[src/rtl/demod_dac_conditioner_pkg.sv]
// Shared types and constants for the demod-to-DAC output conditioner.
// Mode encodings, the DAC midscale code and the channel-select width helper.
package demod_dac_conditioner_pkg;

  typedef enum logic [1:0] {
    MODE_PASS = 2'd0,
    MODE_DCRM = 2'd1,
    MODE_DC   = 2'd2,
    MODE_MUTE = 2'd3
  } mode_e;

  function automatic logic [31:0] midscale(input int out_w);
    return 32'd1 << (out_w - 1);
  endfunction

  // A single-channel build still carries a one-bit select
  function automatic int sel_width(input int num_ch);
    return (num_ch > 1) ? $clog2(num_ch) : 1;
  endfunction

endpackage

[src/rtl/demod_dac_conditioner_if.sv]
// Sample stream into the conditioner and DAC code stream out of it.
interface demod_dac_conditioner_if #(
  parameter int IN_W   = 12,
  parameter int OUT_W  = 14,
  parameter int NUM_CH = 2
);
  logic [NUM_CH*IN_W-1:0] in_data;
  logic                   in_valid;
  logic [OUT_W-1:0]       out_data;
  logic                   out_valid;

  modport master (output in_data, output in_valid, input out_data, input out_valid);
  modport slave  (input in_data, input in_valid, output out_data, output out_valid);
endinterface

[src/rtl/demod_dac_conditioner_dc_block_avg.sv]
// Block-averaged DC estimator: mean of 2^AVG_LOG2 consecutive same-channel samples.
// A channel change restarts the block without disturbing the published estimate.
module demod_dac_conditioner_dc_block_avg #(
  parameter int IN_W     = 12,
  parameter int AVG_LOG2 = 10,
  parameter int CH_W     = 1
) (
  input  logic                   clk,
  input  logic                   rst_n,
  input  logic                   sample_valid,
  input  logic signed [IN_W-1:0] sample,
  input  logic [CH_W-1:0]        ch,
  output logic signed [IN_W-1:0] dc_est,
  output logic                   dc_valid
);
  localparam int ACC_W = IN_W + AVG_LOG2;

  logic signed [ACC_W-1:0] acc_reg;
  logic signed [ACC_W-1:0] sample_ext;
  logic signed [ACC_W-1:0] acc_next;
  logic [AVG_LOG2-1:0]     cnt_reg;
  logic [CH_W-1:0]         last_ch_reg;
  logic signed [IN_W-1:0]  dc_est_reg;
  logic                    dc_valid_reg;
  logic                    restart;
  logic                    wrap;

  assign sample_ext = {{AVG_LOG2{sample[IN_W-1]}}, sample};
  assign acc_next   = acc_reg + sample_ext;
  assign restart    = (ch != last_ch_reg);
  assign wrap       = (cnt_reg == '1) && !restart;

  always_ff @(posedge clk or negedge rst_n) begin
    if (!rst_n) begin
      acc_reg      <= '0;
      cnt_reg      <= '0;
      last_ch_reg  <= '0;
      dc_est_reg   <= '0;
      dc_valid_reg <= 1'b0;
    end else if (sample_valid) begin
      last_ch_reg <= ch;
      if (restart) begin
        acc_reg <= sample_ext;
        cnt_reg <= AVG_LOG2'(1);
      end else if (wrap) begin
        // Upper slice of the full sum is the arithmetic shift, floor rounding
        acc_reg      <= '0;
        cnt_reg      <= '0;
        dc_est_reg   <= acc_next[ACC_W-1:AVG_LOG2];
        dc_valid_reg <= 1'b1;
      end else begin
        acc_reg <= acc_next;
        cnt_reg <= cnt_reg + AVG_LOG2'(1);
      end
    end
  end

  assign dc_est   = dc_est_reg;
  assign dc_valid = dc_valid_reg;

endmodule

[src/rtl/demod_dac_conditioner.sv]
// Channel select, optional DC removal, power-of-two gain, offset and saturation
// to an unsigned DAC code, with a saturating clip counter. Four-stage pipeline.
module demod_dac_conditioner
  import demod_dac_conditioner_pkg::*;
#(
  parameter int IN_W     = 12,
  parameter int OUT_W    = 14,
  parameter int NUM_CH   = 2,
  parameter int AVG_LOG2 = 10,
  parameter int CNT_W    = 16,
  localparam int CH_W    = sel_width(NUM_CH)
) (
  input  logic                   clk,
  input  logic                   rst_n,
  demod_dac_conditioner_if.slave bus,
  input  logic [CH_W-1:0]        ch_sel,
  input  logic [1:0]             mode,
  input  logic [3:0]             gain_shift,
  input  logic signed [OUT_W:0]  offset,
  input  logic                   clr_clip,
  output logic signed [IN_W-1:0] dc_est,
  output logic                   dc_valid,
  output logic [CNT_W-1:0]       clip_cnt
);
  localparam int IW = OUT_W + IN_W + 17;
  localparam logic [OUT_W-1:0] CODE_MAX = '1;
  localparam logic [OUT_W-1:0] CODE_MID = OUT_W'(midscale(OUT_W));

  logic signed [IN_W-1:0] ch_sample [NUM_CH];
  logic [CH_W-1:0]        ch_eff;

  genvar gi;
  generate
    for (gi = 0; gi < NUM_CH; gi++) begin : g_unpack
      assign ch_sample[gi] = bus.in_data[gi*IN_W +: IN_W];
    end
  endgenerate

  assign ch_eff = (int'(ch_sel) >= NUM_CH) ? '0 : ch_sel;

  // S1: sample and its control settings travel together down the pipe
  logic signed [IN_W-1:0] s1_x_reg;
  logic [CH_W-1:0]        s1_ch_reg;
  mode_e                  s1_mode_reg;
  logic [3:0]             s1_gain_reg;
  logic signed [OUT_W:0]  s1_offset_reg;
  logic                   s1_valid_reg;

  always_ff @(posedge clk or negedge rst_n) begin
    if (!rst_n) begin
      s1_valid_reg  <= 1'b0;
      s1_x_reg      <= '0;
      s1_ch_reg     <= '0;
      s1_mode_reg   <= MODE_PASS;
      s1_gain_reg   <= '0;
      s1_offset_reg <= '0;
    end else begin
      s1_valid_reg <= bus.in_valid;
      if (bus.in_valid) begin
        s1_x_reg      <= ch_sample[ch_eff];
        s1_ch_reg     <= ch_eff;
        s1_mode_reg   <= mode_e'(mode);
        s1_gain_reg   <= gain_shift;
        s1_offset_reg <= offset;
      end
    end
  end

  demod_dac_conditioner_dc_block_avg #(
    .IN_W    (IN_W),
    .AVG_LOG2(AVG_LOG2),
    .CH_W    (CH_W)
  ) u_dc_avg (
    .clk         (clk),
    .rst_n       (rst_n),
    .sample_valid(s1_valid_reg),
    .sample      (s1_x_reg),
    .ch          (s1_ch_reg),
    .dc_est      (dc_est),
    .dc_valid    (dc_valid)
  );

  // S2: DC stage
  logic signed [IW-1:0]  x_ext;
  logic signed [IW-1:0]  dc_ext;
  logic signed [IW-1:0]  v_next;
  logic signed [IW-1:0]  s2_v_reg;
  logic [3:0]            s2_gain_reg;
  logic signed [OUT_W:0] s2_offset_reg;
  logic                  s2_valid_reg;

  assign x_ext  = {{(IW-IN_W){s1_x_reg[IN_W-1]}}, s1_x_reg};
  assign dc_ext = dc_valid ? {{(IW-IN_W){dc_est[IN_W-1]}}, dc_est} : '0;

  always_comb begin
    v_next = '0;
    case (s1_mode_reg)
      MODE_PASS: v_next = x_ext;
      MODE_DCRM: v_next = x_ext - dc_ext;
      MODE_DC:   v_next = dc_ext;
      MODE_MUTE: v_next = '0;
      default:   v_next = '0;
    endcase
  end

  always_ff @(posedge clk or negedge rst_n) begin
    if (!rst_n) begin
      s2_valid_reg  <= 1'b0;
      s2_v_reg      <= '0;
      s2_gain_reg   <= '0;
      s2_offset_reg <= '0;
    end else begin
      s2_valid_reg <= s1_valid_reg;
      if (s1_valid_reg) begin
        s2_v_reg      <= v_next;
        s2_gain_reg   <= s1_gain_reg;
        s2_offset_reg <= s1_offset_reg;
      end
    end
  end

  // S3: gain and offset at full precision; IW leaves headroom for a 15-bit shift
  logic signed [IW-1:0] off_ext;
  logic signed [IW-1:0] w_next;
  logic signed [IW-1:0] s3_w_reg;
  logic                 s3_valid_reg;

  assign off_ext = {{(IW-OUT_W-1){s2_offset_reg[OUT_W]}}, s2_offset_reg};
  assign w_next  = (s2_v_reg <<< s2_gain_reg) + off_ext;

  always_ff @(posedge clk or negedge rst_n) begin
    if (!rst_n) begin
      s3_valid_reg <= 1'b0;
      s3_w_reg     <= '0;
    end else begin
      s3_valid_reg <= s2_valid_reg;
      if (s2_valid_reg) s3_w_reg <= w_next;
    end
  end

  // S4: clamp to the DAC code range and count clipped outputs
  logic [OUT_W-1:0] code_next;
  logic             clip;
  logic [CNT_W-1:0] clip_cnt_next;
  logic [CNT_W-1:0] clip_cnt_reg;
  logic [OUT_W-1:0] out_data_reg;
  logic             out_valid_reg;

  always_comb begin
    code_next = s3_w_reg[OUT_W-1:0];
    clip      = 1'b0;
    if (s3_w_reg[IW-1]) begin
      code_next = '0;
      clip      = 1'b1;
    end else if (|s3_w_reg[IW-2:OUT_W]) begin
      code_next = CODE_MAX;
      clip      = 1'b1;
    end
  end

  always_comb begin
    clip_cnt_next = clip_cnt_reg;
    if (clr_clip) clip_cnt_next = '0;
    else if (s3_valid_reg && clip && (clip_cnt_reg != '1)) clip_cnt_next = clip_cnt_reg + CNT_W'(1);
  end

  always_ff @(posedge clk or negedge rst_n) begin
    if (!rst_n) begin
      out_data_reg  <= CODE_MID;
      out_valid_reg <= 1'b0;
      clip_cnt_reg  <= '0;
    end else begin
      out_valid_reg <= s3_valid_reg;
      clip_cnt_reg  <= clip_cnt_next;
      if (s3_valid_reg) out_data_reg <= code_next;
    end
  end

  assign bus.out_data  = out_data_reg;
  assign bus.out_valid = out_valid_reg;
  assign clip_cnt      = clip_cnt_reg;

endmodule
[src/flat_wrapper.sv]
// flat-port wrapper written by rule: the top's interface ports become plain ports
module demod_dac_conditioner_flat import demod_dac_conditioner_pkg::*;
#(
  parameter int IN_W     = 12,
  parameter int OUT_W    = 14,
  parameter int NUM_CH   = 2,
  parameter int AVG_LOG2 = 10,
  parameter int CNT_W    = 16,
  localparam int CH_W    = sel_width(NUM_CH)
)
  (clk, rst_n, ch_sel, mode, gain_shift, offset, clr_clip, dc_est, dc_valid, clip_cnt, bus_in_data, bus_in_valid, bus_out_data, bus_out_valid);
  demod_dac_conditioner_if #(.IN_W(IN_W), .OUT_W(OUT_W), .NUM_CH(NUM_CH)) bus_i ();
  input  logic clk;
  input  logic rst_n;
  input  logic [CH_W-1:0] ch_sel;
  input  logic [1:0] mode;
  input  logic [3:0] gain_shift;
  input  logic signed [OUT_W:0] offset;
  input  logic clr_clip;
  output logic signed [IN_W-1:0] dc_est;
  output logic dc_valid;
  output logic [CNT_W-1:0] clip_cnt;
  input wire logic [$bits(bus_i.in_data)-1:0] bus_in_data;
  input wire logic [$bits(bus_i.in_valid)-1:0] bus_in_valid;
  output wire logic [$bits(bus_i.out_data)-1:0] bus_out_data;
  output wire logic [$bits(bus_i.out_valid)-1:0] bus_out_valid;
  assign bus_i.in_data = bus_in_data;
  assign bus_i.in_valid = bus_in_valid;
  assign bus_out_data = bus_i.out_data;
  assign bus_out_valid = bus_i.out_valid;
  demod_dac_conditioner #(.IN_W(IN_W), .OUT_W(OUT_W), .NUM_CH(NUM_CH), .AVG_LOG2(AVG_LOG2), .CNT_W(CNT_W)) u_core (.clk(clk), .rst_n(rst_n), .bus(bus_i), .ch_sel(ch_sel), .mode(mode), .gain_shift(gain_shift), .offset(offset), .clr_clip(clr_clip), .dc_est(dc_est), .dc_valid(dc_valid), .clip_cnt(clip_cnt));
endmodule
[config.mk]
export PLATFORM = sky130hd
export DESIGN_NAME = demod_dac_conditioner_flat
export DESIGN_NICKNAME = d
export VERILOG_FILES = /design/src/rtl/demod_dac_conditioner_pkg.sv /design/src/rtl/demod_dac_conditioner_if.sv /design/src/rtl/demod_dac_conditioner_dc_block_avg.sv /design/src/rtl/demod_dac_conditioner.sv /design/src/flat_wrapper.sv
export SDC_FILE = /design/constraint.sdc
export NUM_CORES = 1
export LEC_CHECK = 0
export CAP_MARGIN = 20
export CORE_MARGIN = 3
export CORE_UTILIZATION = 30
export CTS_BUF_LIST = sky130_fd_sc_hd__clkbuf_4
export CTS_CLUSTER_DIAMETER = 200
export CTS_CLUSTER_SIZE = 24
export DETAILED_ROUTE_END_ITERATION = 12
export PLACE_DENSITY_LB_ADDON = 0.3
export SYNTH_ARGS = -nofsm -noshare
export SYNTH_HDL_FRONTEND = slang
export SYNTH_SLANG_ARGS = --single-unit
[constraint.sdc]
create_clock -name clk -period 8.1 [get_ports clk]
set_input_delay 1.215 -clock clk [delete_from_list [all_inputs] [get_ports clk]]
set_output_delay 1.215 -clock clk [all_outputs]
set_load 0.01 [all_outputs]
==> summary.md <==
| Metric | Value |
|---|---|
| Layout Utilization | `roughly 34%` |
| RR Startpoint | `u_core.s2_gain_reg[1]$_DFFE_PN0P_` |
| Setup TNS | `0 ns` |
| Final Hold Fails | `0` |
| Synth Net Count | `about 1,700` |
| Internal Power | `approximately 2.5 mW` |
| Core area | `approximately 48,000 sq um` |
| Max VDD drop | `about 0.10 mV` |
| DIE AREA | `between 50,000 and 60,000 sq um` |
| Dpl ws | `approximately 3 ns` |
| Placed inst area | `between 15,000 and 20,000 sq um` |
| CTS clk-pin slew, worst paths | `around 0.29 ns` |
| Fin nets | `1,722` |
| Top FF cell, synth | `dfrtp_1` |
| DRC Markers | `0` |
| Switching share of total power | `roughly two fifths` |
| Drt pass-1 iters | `5` |
| MaxCap Viol Count | `0` |
| Routed WL per cell | `between 15 and 20 um` |
| H-tree Lvls | `1` |
| Vias in the first global route | `11,400` |
| Post-synth EDFFs | `0` |
| Final Hold Slack | `between 0.4 and 0.5 ns` |
| Arrival time at the worst endpoint | `between 5 and 6 ns` |
| First-pass GRT wire length | `roughly 59,000 um` |
| Fin. max-slew vios | `0` |
| Slew @ Worst Pin | `1.06 ns` |
| Cell Count, Final, Fillers Out | `about 2,200` |
| Layout cells sized above 1 | `around an eighth` |
| R2R cell count | `13` |
| Combinational power share | `a little over half` |
| CP Capture Type | `register` |
| Global route overflow | `0` |
| Leak | `just under 7 nW` |
| Syn-to-layout area delta | `11.9%` |
| Clock Tree Root | `clkbuf_4` |
| Fmax | `approximately 220 MHz` |
| Status | `completed` |
| Dpl cells | `approximately 2,200` |
| # rows | `80` |
| Initial Util | `~30%` |
| Die W | `roughly 230 um` |
| Most common cell after layout, fill and taps aside | `dfrtp_1` |
| Clock Skew | `between 0.06 and 0.07 ns` |
| Placed wire-length estimate | `between 20,000 and 30,000 um` |
| Die H | `between 200 and 250 um` |
| Number of buffers created by CTS | `13` |
| Min Clock Period, post-route | `between 4 and 5 ns` |
| I/O pins | `94` |
| Initial antenna violation count | `1` |
| CTS tree | `done` |
| Post-synthesis sequential area ratio | `a little under two fifths` |
| Switching pwr | `1.80 mW` |
| Post-Syn Area per Cell | `between 9 and 10 sq um` |
| CTS Sinks | `between 200 and 250` |
| Crit Reg-Reg Endpoint | `u_core.s3_w_reg[42]$_DFFE_PN0P_` |
| Synth cell types | `72` |
| Clk_lat worst skew | `0.69 ns` |
| Finish-stage setup viols | `0` |
| Synth Cell Area | `14,800 sq um` |
| Hold WC Path Type | `in -> async` |
| Commonest cells after routing, fill and taps aside | `213 x dfrtp_1, 200 x nor2_1, 130 x a21oi_1, 103 x mux2_2, 91 x clkdlybuf4s50_1` |
| Vias per cell | `about 5` |
| Final Wtd Congestion | `approximately 0.82` |
| Setup crit start kind | `register` |
| Clock power share | `around a tenth` |
| Overall Power | `4.34 mW` |
| Post-route ant nets | `0` |
| CP max FO | `57` |
| Async SR Flop Fraction | `between 90% and 100%` |
| GR Util All Layers | `13.3%` |
| Worst Slack Setup Final | `approximately 3.5 ns` |
| Number of DRC markers in iteration 0 | `about 630` |
| Post-CTS sizing | `0` |
| Post-Layout Inst Area | `around 17,000 sq um` |
| Routed WL | `around 35,000 um` |
| Cell count after synthesis | `between 1,500 and 2,000` |
| YS warnings | `0` |
| Largest net degree at the start of global routing | `84` |
| Kind of critical path | `reg -> reg` |
| RSZ-0062 raised after global routing | `false` |
| Fillers | `4,934` |
| FF-to-FF setup slack | `3.46 ns` |
| Clock Path Buffers | `3` |
| Pwr Density | `around 260 nW/um^2` |
| Relative slew slack | `about 29%` |
| Post-CTS Setup Bufs | `0` |
| Final period util | `a little under three fifths` |
| IO buf count | `93` |
| Flip-flop and latch count after synthesis | `219` |
| Critical path required time | `a little under 9 ns` |
| Sequential share of power | `a little over a third` |
| DR vias | `about 11,000` |
| Hold buffers post-CTS | `0` |
==> synthesized netlist by cell type, types with 4 or more instances <==
| master | count | area, sq um |
|---|---|---|
| a211oi_1 | 13 | 97.6 |
| a21o_1 | 48 | 360 |
| a21oi_1 | 130 | 651 |
| a221oi_1 | 10 | 87.6 |
| a31oi_1 | 16 | 100 |
| and2_1 | 10 | 62.6 |
| and3_1 | 6 | 37.5 |
| and4_1 | 4 | 35.0 |
| buf_1 | 14 | 52.6 |
| buf_2 | 4 | 20.0 |
| clkbuf_1 | 66 | 248 |
| dfrtp_1 | 218 | 5460 |
| fa_1 | 9 | 180 |
| ha_1 | 78 | 976 |
| inv_1 | 53 | 199 |
| mux2_2 | 103 | 1160 |
| mux2i_1 | 52 | 521 |
| mux4_2 | 32 | 721 |
| nand2_1 | 88 | 330 |
| nand2b_1 | 18 | 113 |
| nand3_1 | 35 | 175 |
| nand4_1 | 15 | 93.8 |
| nor2_1 | 200 | 751 |
| nor2b_1 | 18 | 113 |
| nor3_1 | 26 | 130 |
| nor4_1 | 9 | 56.3 |
| o211a_1 | 4 | 40.0 |
| o211ai_1 | 8 | 60.1 |
| o21a_1 | 16 | 120 |
| o21ai_0 | 39 | 195 |
| o21ai_1 | 33 | 165 |
| o21ai_2 | 6 | 52.6 |
| o21bai_1 | 10 | 75.1 |
| o221ai_1 | 5 | 43.8 |
| o22ai_1 | 7 | 43.8 |
| o31ai_1 | 6 | 45.0 |
| or3_1 | 5 | 31.3 |
| xnor2_1 | 52 | 455 |
| xor2_1 | 32 | 280 |
==> routing by layer <==
| metal | up-vias | GRT usage [%] | share of wire (%) |
|---|---|---|---|
| met5 | - | 0 | 0 |
| met4 | 0 | 2.37 | 1.7 |
| met3 | 31 | 1.55 | 3.5 |
| met2 | 196 | 22.3 | 46 |
| met1 | 5574 | 18.7 | 48 |
| li1 | 5628 | - | - |
==> logic make-up after synthesis <==
kind of cell,after synthesis,share of synthesized area (%)
xor gates and xnor gates,84,4.96
and+or+nand+nor,440,13.3
adders and majority gates,87,7.79
muxes,187,16.2
DFF,219,36.9
AOI/OAI and AO/OA,390,17.3
buffers and inverters,140,3.58
==> power groups by stage <==
stage,clock network (mW),logic (mW),registers (mW)
2_1_floorplan,0,1.77,1.53
3_3_place_gp,0,2.25,1.61
3_5_place_dp,0,2.26,1.62
4_1_cts,0.504,2.28,1.60
5_1_grt,0.533,2.56,1.62
6_report,0.467,2.30,1.57
==> critical path: stages (launching register included) <==
cell,delay [ns]
dfrtp_2,1.11
mux4_2,0.46
mux4_2,0.52
ha_1,0.43
a21o_1,0.23
a21oi_1,0.14
o21bai_1,0.10
a211oi_1,0.29
o21ai_1,0.15
a31o_1,0.26
a211oi_1,0.24
nor2_1,0.10
or4b_1,0.50
nand3_1,0.08
==> area by class of cell <==
| cell class | instances | area (sq um) | area share, % |
|---|---|---|---|
| Antenna cell | 1 | 2.50 | 0.0151 |
| Clock inverter | 2 | 33.8 | 0.203 |
| Tap cell | 656 | 821 | 4.94 |
| Inverter | 56 | 210 | 1.27 |
| Clock buffer | 18 | 135 | 0.814 |
| Timing Repair Buffer | 107 | 1080 | 6.53 |
| Multi-Input combinational cell | 1188 | 8830 | 53.2 |
| Sequential cell | 219 | 5490 | 33.1 |
==> worst max path at each step <==
stage | start | endpoint
floorplan | u_core.s2_gain_reg[1]$_DFFE_PN0P_ | u_core.s3_w_reg[42]$_DFFE_PN0P_
global placement | u_core.s2_gain_reg[0]$_DFFE_PN0P_ | u_core.s3_w_reg[40]$_DFFE_PN0P_
detailed placement | u_core.s2_gain_reg[0]$_DFFE_PN0P_ | u_core.s3_w_reg[41]$_DFFE_PN0P_
CTS | u_core.s2_gain_reg[0]$_DFFE_PN0P_ | u_core.s3_w_reg[41]$_DFFE_PN0P_
global route | u_core.s2_gain_reg[2]$_DFFE_PN0P_ | u_core.s3_w_reg[36]$_DFFE_PN0P_
finish | u_core.s2_gain_reg[1]$_DFFE_PN0P_ | u_core.s3_w_reg[42]$_DFFE_PN0P_
Note: power is estimated with default switching activity, not from simulation.
